==> config.mk <==
export PLATFORM = sky130hd
export DESIGN_NAME = rr_grant_ctrl
export DESIGN_NICKNAME = d
export VERILOG_FILES = /design/src/rtl/rr_grant_ctrl.sv
export SDC_FILE = /design/constraint.sdc
export NUM_CORES = 1
export LEC_CHECK = 0
export BUFFER_PORTS_ARGS = -buffer_cell sky130_fd_sc_hd__buf_2
export CAP_MARGIN = 20
export CORE_MARGIN = 3
export CORE_UTILIZATION = 57
export DETAILED_ROUTE_END_ITERATION = 10
export HOLD_SLACK_MARGIN = 0.06
export PLACE_DENSITY = 0.85
export SETUP_SLACK_MARGIN = 0.1
export SKIP_LAST_GASP = 1
export SLEW_MARGIN = 10
export SYNTH_ARGS = -nofsm -noshare
export SYNTH_HDL_FRONTEND = slang
export SYNTH_SLANG_ARGS = --single-unit
==> constraint.sdc <==
create_clock -name clk -period 4.8 [get_ports clk]
set_input_delay 0.96 -clock clk [delete_from_list [all_inputs] [get_ports clk]]
set_output_delay 0.96 -clock clk [all_outputs]
set_load 0.02 [all_outputs]
==> src/rtl/rr_grant_ctrl.sv <==
// rr_grant_ctrl: round-robin arbiter sharing the registered 3-to-8 decoder
// among eight requesters. One requester at a time holds the decoder for a
// slot of at most HOLD_CYCLES cycles. A rotating priority pointer keeps the
// arbitration fair. Every output is registered.
module rr_grant_ctrl #(
    parameter int HOLD_CYCLES = 4
) (
    input  logic       clk,
    input  logic       rst,
    input  logic       enable,
    input  logic [7:0] req,
    input  logic       release_i,
    output logic [2:0] sel,
    output logic       sel_valid,
    output logic [7:0] grant,
    output logic       busy
);

    typedef enum logic {
        IDLE  = 1'b0,
        GRANT = 1'b1
    } state_t;

    localparam logic [3:0] HOLD_LOAD = 4'(HOLD_CYCLES - 1);

    state_t     state;
    state_t     state_next;
    logic [2:0] ptr;
    logic [2:0] ptr_next;
    logic [3:0] cnt;
    logic [3:0] cnt_next;
    logic [2:0] sel_next;
    logic       sel_valid_next;
    logic [7:0] grant_next;
    logic       busy_next;

    logic [2:0] cand;
    logic [2:0] winner;
    logic       found;
    logic       slot_end;

    // Find the first requester searching circularly from ptr+1; ptr itself is checked last.
    always_comb begin
        cand   = ptr;
        winner = ptr;
        found  = 1'b0;
        for (int k = 1; k <= 8; k++) begin
            cand = ptr + 3'(k);
            if (!found && req[cand]) begin
                winner = cand;
                found  = 1'b1;
            end
        end
    end

    // A slot ends on timeout, on early release, or when the holder drops its request.
    always_comb begin
        slot_end = (cnt == 4'd0) || release_i || !req[sel];
    end

    // Next-state and next-output logic for the two-state arbiter.
    always_comb begin
        state_next     = state;
        ptr_next       = ptr;
        cnt_next       = cnt;
        sel_next       = sel;
        sel_valid_next = sel_valid;
        grant_next     = grant;
        busy_next      = busy;
        case (state)
            IDLE: begin
                if (enable && found) begin
                    sel_next       = winner;
                    grant_next     = 8'b1 << winner;
                    sel_valid_next = 1'b1;
                    busy_next      = 1'b1;
                    cnt_next       = HOLD_LOAD;
                    state_next     = GRANT;
                end else begin
                    sel_valid_next = 1'b0;
                    grant_next     = 8'h00;
                    busy_next      = 1'b0;
                end
            end
            GRANT: begin
                if (slot_end) begin
                    ptr_next       = sel;
                    grant_next     = 8'h00;
                    sel_valid_next = 1'b0;
                    busy_next      = 1'b0;
                    state_next     = IDLE;
                end else begin
                    cnt_next = cnt - 4'd1;
                end
            end
            default: begin
                grant_next     = 8'h00;
                sel_valid_next = 1'b0;
                busy_next      = 1'b0;
                state_next     = IDLE;
            end
        endcase
    end

    // State and output registers. ptr resets to 7 so the first search starts at requester 0.
    always_ff @(posedge clk) begin
        if (!rst) begin
            state     <= IDLE;
            ptr       <= 3'd7;
            cnt       <= 4'd0;
            sel       <= 3'd0;
            sel_valid <= 1'b0;
            grant     <= 8'h00;
            busy      <= 1'b0;
        end else begin
            state     <= state_next;
            ptr       <= ptr_next;
            cnt       <= cnt_next;
            sel       <= sel_next;
            sel_valid <= sel_valid_next;
            grant     <= grant_next;
            busy      <= busy_next;
        end
    end

endmodule

# == Word-level counts from Yosys, hierarchy flattened ==
# Index checks and enable logic that the tools add are counted.
# Widths: inputs -> output; s select.
# totals
ff_bits,20
out_inout_bits,13
wordCells,95
# op_classes
add_sub_neg,8
magnitude_cmp,9
eq_ne,3
n_shift,1
mux,45
bitwise,1
n_reduce_logical,22
# op_table
op,count
$lt 3x4->1 const B,9
$bmux 1 s3,9
$mux 3,8
$mux 1,20
$mux 8,2
$pmux 8 s2,1
$add 3x3->3 const B,4
$logic_and 1x1->1,8
$logic_not 1->1,8
$mux 4,2
$pmux 4 s2,1
$shl 1x3->8 const A,1
$add 3x2->3 const B,2
$reduce_and 2->1,3
$logic_not 4->1,1
$ne 2x2->1 const B,2
$pmux 1 s2,2
$sub 4x1->4 const B,1
$add 3x1->3 const B,1
$logic_or 1x1->1,2
$ne 2x1->1 const B,1
$not 1->1,1

# == Logic depth before layout (Yosys ltp) ==
# depth
ltp_word,28
ltp_mapped,11
ltp_nobuf,9

# == Worst setup path after synthesis ==
# Ideal clock, no wire load.
# synth_timing
path_type,register to register
startpoint,register ptr[0]
endpoint,register grant[0]
setup_time_ps,117
arrival_time_ps,3147
path_slack_ps,1536
path_stages_with_launch,12
period_less_slack_ps,3264
cell_sequence,dfxtp_1 -> buf_6 -> inv_1 -> ha_1 -> clkbuf_1 -> mux4_1 -> mux2_4 -> or3_4 -> or3_4 -> o31ai_2 -> o22ai_2 -> a32o_1
# synth_via
elab_chain_cells,28
# synth_rtl
item,line,rtl
"start, declared",28,logic [2:0] ptr;
"start signal, assigned",117,ptr <= ptr_next;
$add 3x1->3,48,cand = ptr + 3'(k);
$bmux 1 s3,49,if (!found && req[cand]) begin
$mux 1 (not written as such),49,
$mux 1,49,
$logic_not 1->1,49,
$logic_and 1x1->1,49,
$mux 1,49,
$logic_not 1->1,49,
[12 not listed],-,
$logic_and 1x1->1,49,
$mux 1,49,
$logic_not 1->1,49,
$logic_and 1x1->1,49,
$mux 3 or $mux 1 (tied branches),49,
$shl 1x3->8 or $logic_and 1x1->1 (tied branches),"74, 72",
$mux 8 *,72,if (enable && found) begin
$pmux 8 s2 *,70,case (state)
"end signal, assigned",121,grant <= grant_next;
"end, declared",15,"output logic [7:0] grant,"
# Mark *: on every way between the ends. The rest lies on a longest branch, timed or not. The select of a mux whose other input is x is not followed.
# A chain may end at the register's enable or synchronous reset.

# == Final worst setup path ==
# layout_timing
startpoint,register ptr[0]
endpoint,register grant[2]
# The elaborated chain is that of the path after synthesis.

==> metrics <==
crit-path cells=inv_1 > ha_1 > mux4_1 > mux2_2 > nor4_1 > o32ai_1 > a211oi_1 > and3b_1 > a32o_1; Final Util=0.669; RSZ-0062 raised after global routing=false; Fill cells=233; CP Launch Type=register; Die W=61.6 um; Post-synth EDFFs=0; hold_buf cts=0; Leakage=0.811 nW; Synth Area in Compound Gates=0.217; # DRC=0; Critical Path Sink Type=register; Most used DFF post-synth=dfxtp_1; DP HPWL=3.15 mm; R2R cell count=9; Max Slew Vio Count=0; starting density of the core=0.618; average size of a mapped cell=10.2 um^2; most frequent cells in the layout=buf_2 (24), dfxtp_1 (20), nand2_1 (15); H-tree depth=1; normalized max-slew margin=0.555; clk_lat worst skew=300 ps; Post-Syn Nets=189; postcts setup bufs=0; setup violators final=0; Die Ht=61.6 um; Die Area=3800 um^2; Final Hold Viols=0; post-synthesis register bit count=20; RD Place Congestion=0.992; area of the multi-input gates=1280 um^2; Seq/Total Area, Yosys=0.227; largest family of logic cells by synthesized area=multiplexers; Worst Hold Class=reg -> reg; Num Clock Sinks=20; Worst path top cell family by delay=compound AO/OA/AOI/OAI gates; fmax=0.247 GHz; DR iter-0 viols=70; gr ovfl total=0; library cells used by synthesis=53; largest net degree at the start of global routing=20; CP peak stage delay=720 ps; Mapped Cells=173; max-cap viol count=0; vias per inst=6.84; Vias=1525; Critical Path End=grant[2]$_SDFFE_PN0P_; Setup TNS=0 ps; critical path type=reg -> reg; multiplexer share of the synthesized area=0.281; Clock Skew=7.04 ps; YS warnings=0; CP Depth=9; number of global-route vias before repair=1455; Least-Margin Pin Slew=666 ps; I/O pins=25; WP data required=5000 ps; simple-gate share of the synthesized area=0.165; Cell Rows=19; RR Startpoint=ptr[0]$_SDFFE_PN1P_; drt pass-1 iters=5; worst-path fanout max=14; Storage cell area=400 um^2; Tot GR Track Use=0.244; Post-Synth Adder-Cell Area=0.0284; share of cells above drive strength 1=0.245; number of cells upsized or downsized after cts=0; FF-to-FF setup slack=760 ps; critical path startpoint=ptr[0]$_SDFFE_PN1P_; Area growth syn-to-layout=8.30%; outcome=finished clean; Period minus WS final=4040 ps; Clock Root Buffer=clkbuf_4; DR WL/cell=18.7 um; Total Wirelength=4.16 mm; R2R Path End=grant[2]$_SDFFE_PN0P_; most common cell after layout, fill and taps aside=buf_2; Final ANT Viol Nets=0; ANT cells=0; maximum VDD drop=0.269 mV; Num CTS Buffers=3; CTS tree=built; Worst-path clk slew=110 ps; Critical Path AT=4250 ps; PD cells=321 nW/um^2; slowest CP cell=dfxtp_1; clk buf depth=2; Port Buf Inserts=24; nets=209; Buf/Inv on CP=1; Synth async-reset ratio=0; Synth Cell Area=1760 um^2; Synth Area in XOR/XNOR=0.0348; core region area=2850 um^2; part of the cycle the worst path needs=0.842; first-pass GRT wire length=6.83 mm; initial antenna violation count=0
[layout make-up]
cell class / count / share of cell area
Clock buffer: 4 / 0.0190
Inverter: 9 / 0.0177
Multi-Input combinational cell: 135 / 0.670
Sequential cell: 20 / 0.210
Tap cell: 31 / 0.0203
Timing Repair Buffer: 24 / 0.0629
[stage by stage]
stage	instance area [um^2]	hold WS, ps	std cells	power, mW	setup slack [ps]
floorplan	1760	480	173	0.445	1540
global route	1910	510	223	0.650	592
finish	1910	481	223	0.613	756
CTS	1910	487	223	0.610	905
global placement	1870	445	219	0.505	1030
detailed placement	1870	455	219	0.513	939
[synthesized netlist by cell type (all sizes together) (2+ instances only)]
master	instances	area, um^2
dfxtp	20	400
nand2	15	56.3
o311a	2	20.0
xor2	2	17.5
o211ai	3	22.5
nor4	2	12.5
nand3	2	10.0
nor2	11	41.3
mux2i	8	80.1
xnor2	5	43.8
ha	4	50.1
o211a	2	20.0
nor2b	4	25.0
nor3	2	15.0
a211oi	2	15.0
a2111oi	2	37.5
o21ai	3	15.0
buf	4	30.0
o32ai	2	25.0
mux4	14	355
o22ai	3	25.0
clkbuf	5	18.8
and3b	5	43.8
mux2	5	60.1
inv	9	33.8
and2	4	25.0
a32o	8	80.1
a21oi	8	40.0
or3	2	22.5
nand2b	2	12.5
[worst min path at each step]
stage / from / endpoint / slack [ps] / cells past startpoint
global placement: grant[3]$_SDFFE_PN0P_ / grant[3]$_SDFFE_PN0P_ / 450 / 1
global route: grant[7]$_SDFFE_PN0P_ / grant[7]$_SDFFE_PN0P_ / 510 / 1
detailed placement: grant[1]$_SDFFE_PN0P_ / grant[1]$_SDFFE_PN0P_ / 460 / 1
floorplan: cnt[3]$_SDFFE_PN0P_ / cnt[3]$_SDFFE_PN0P_ / 480 / 2
finish: grant[1]$_SDFFE_PN0P_ / grant[1]$_SDFFE_PN0P_ / 480 / 1
CTS: grant[1]$_SDFFE_PN0P_ / grant[1]$_SDFFE_PN0P_ / 490 / 1
[cells by family after synthesis]
logic type | after synthesis
and+or+nand+nor | 53
AOI/OAI and AO/OA | 44
muxes | 27
DFF | 20
buffers and inverters | 18
xor gates and xnor gates | 7
adders and majority gates | 4
[power by group]
| part | leakage [nW] | switching, mW | internal [mW] | total [mW] |
|---|---|---|---|---|
| clock network | 0.0210 | 0.0501 | 0.0462 | 0.0963 |
| registers | 0.163 | 0.0242 | 0.182 | 0.206 |
| logic | 0.627 | 0.174 | 0.137 | 0.311 |
[per-layer routing]
metal | part of all wire | global-route usage
met1 | 0.43 | 0.323
met2 | 0.49 | 0.401
met4 | 0.019 | 0.0939
met5 | 0 | 0
met3 | 0.056 | 0.0377
[registers in the layout, indices dropped and copies added, names as in the netlist]
register	flops
ptr	3
grant	8
cnt	4
sel	3
busy	1
state	1
(Power assumes the default switching activity.)
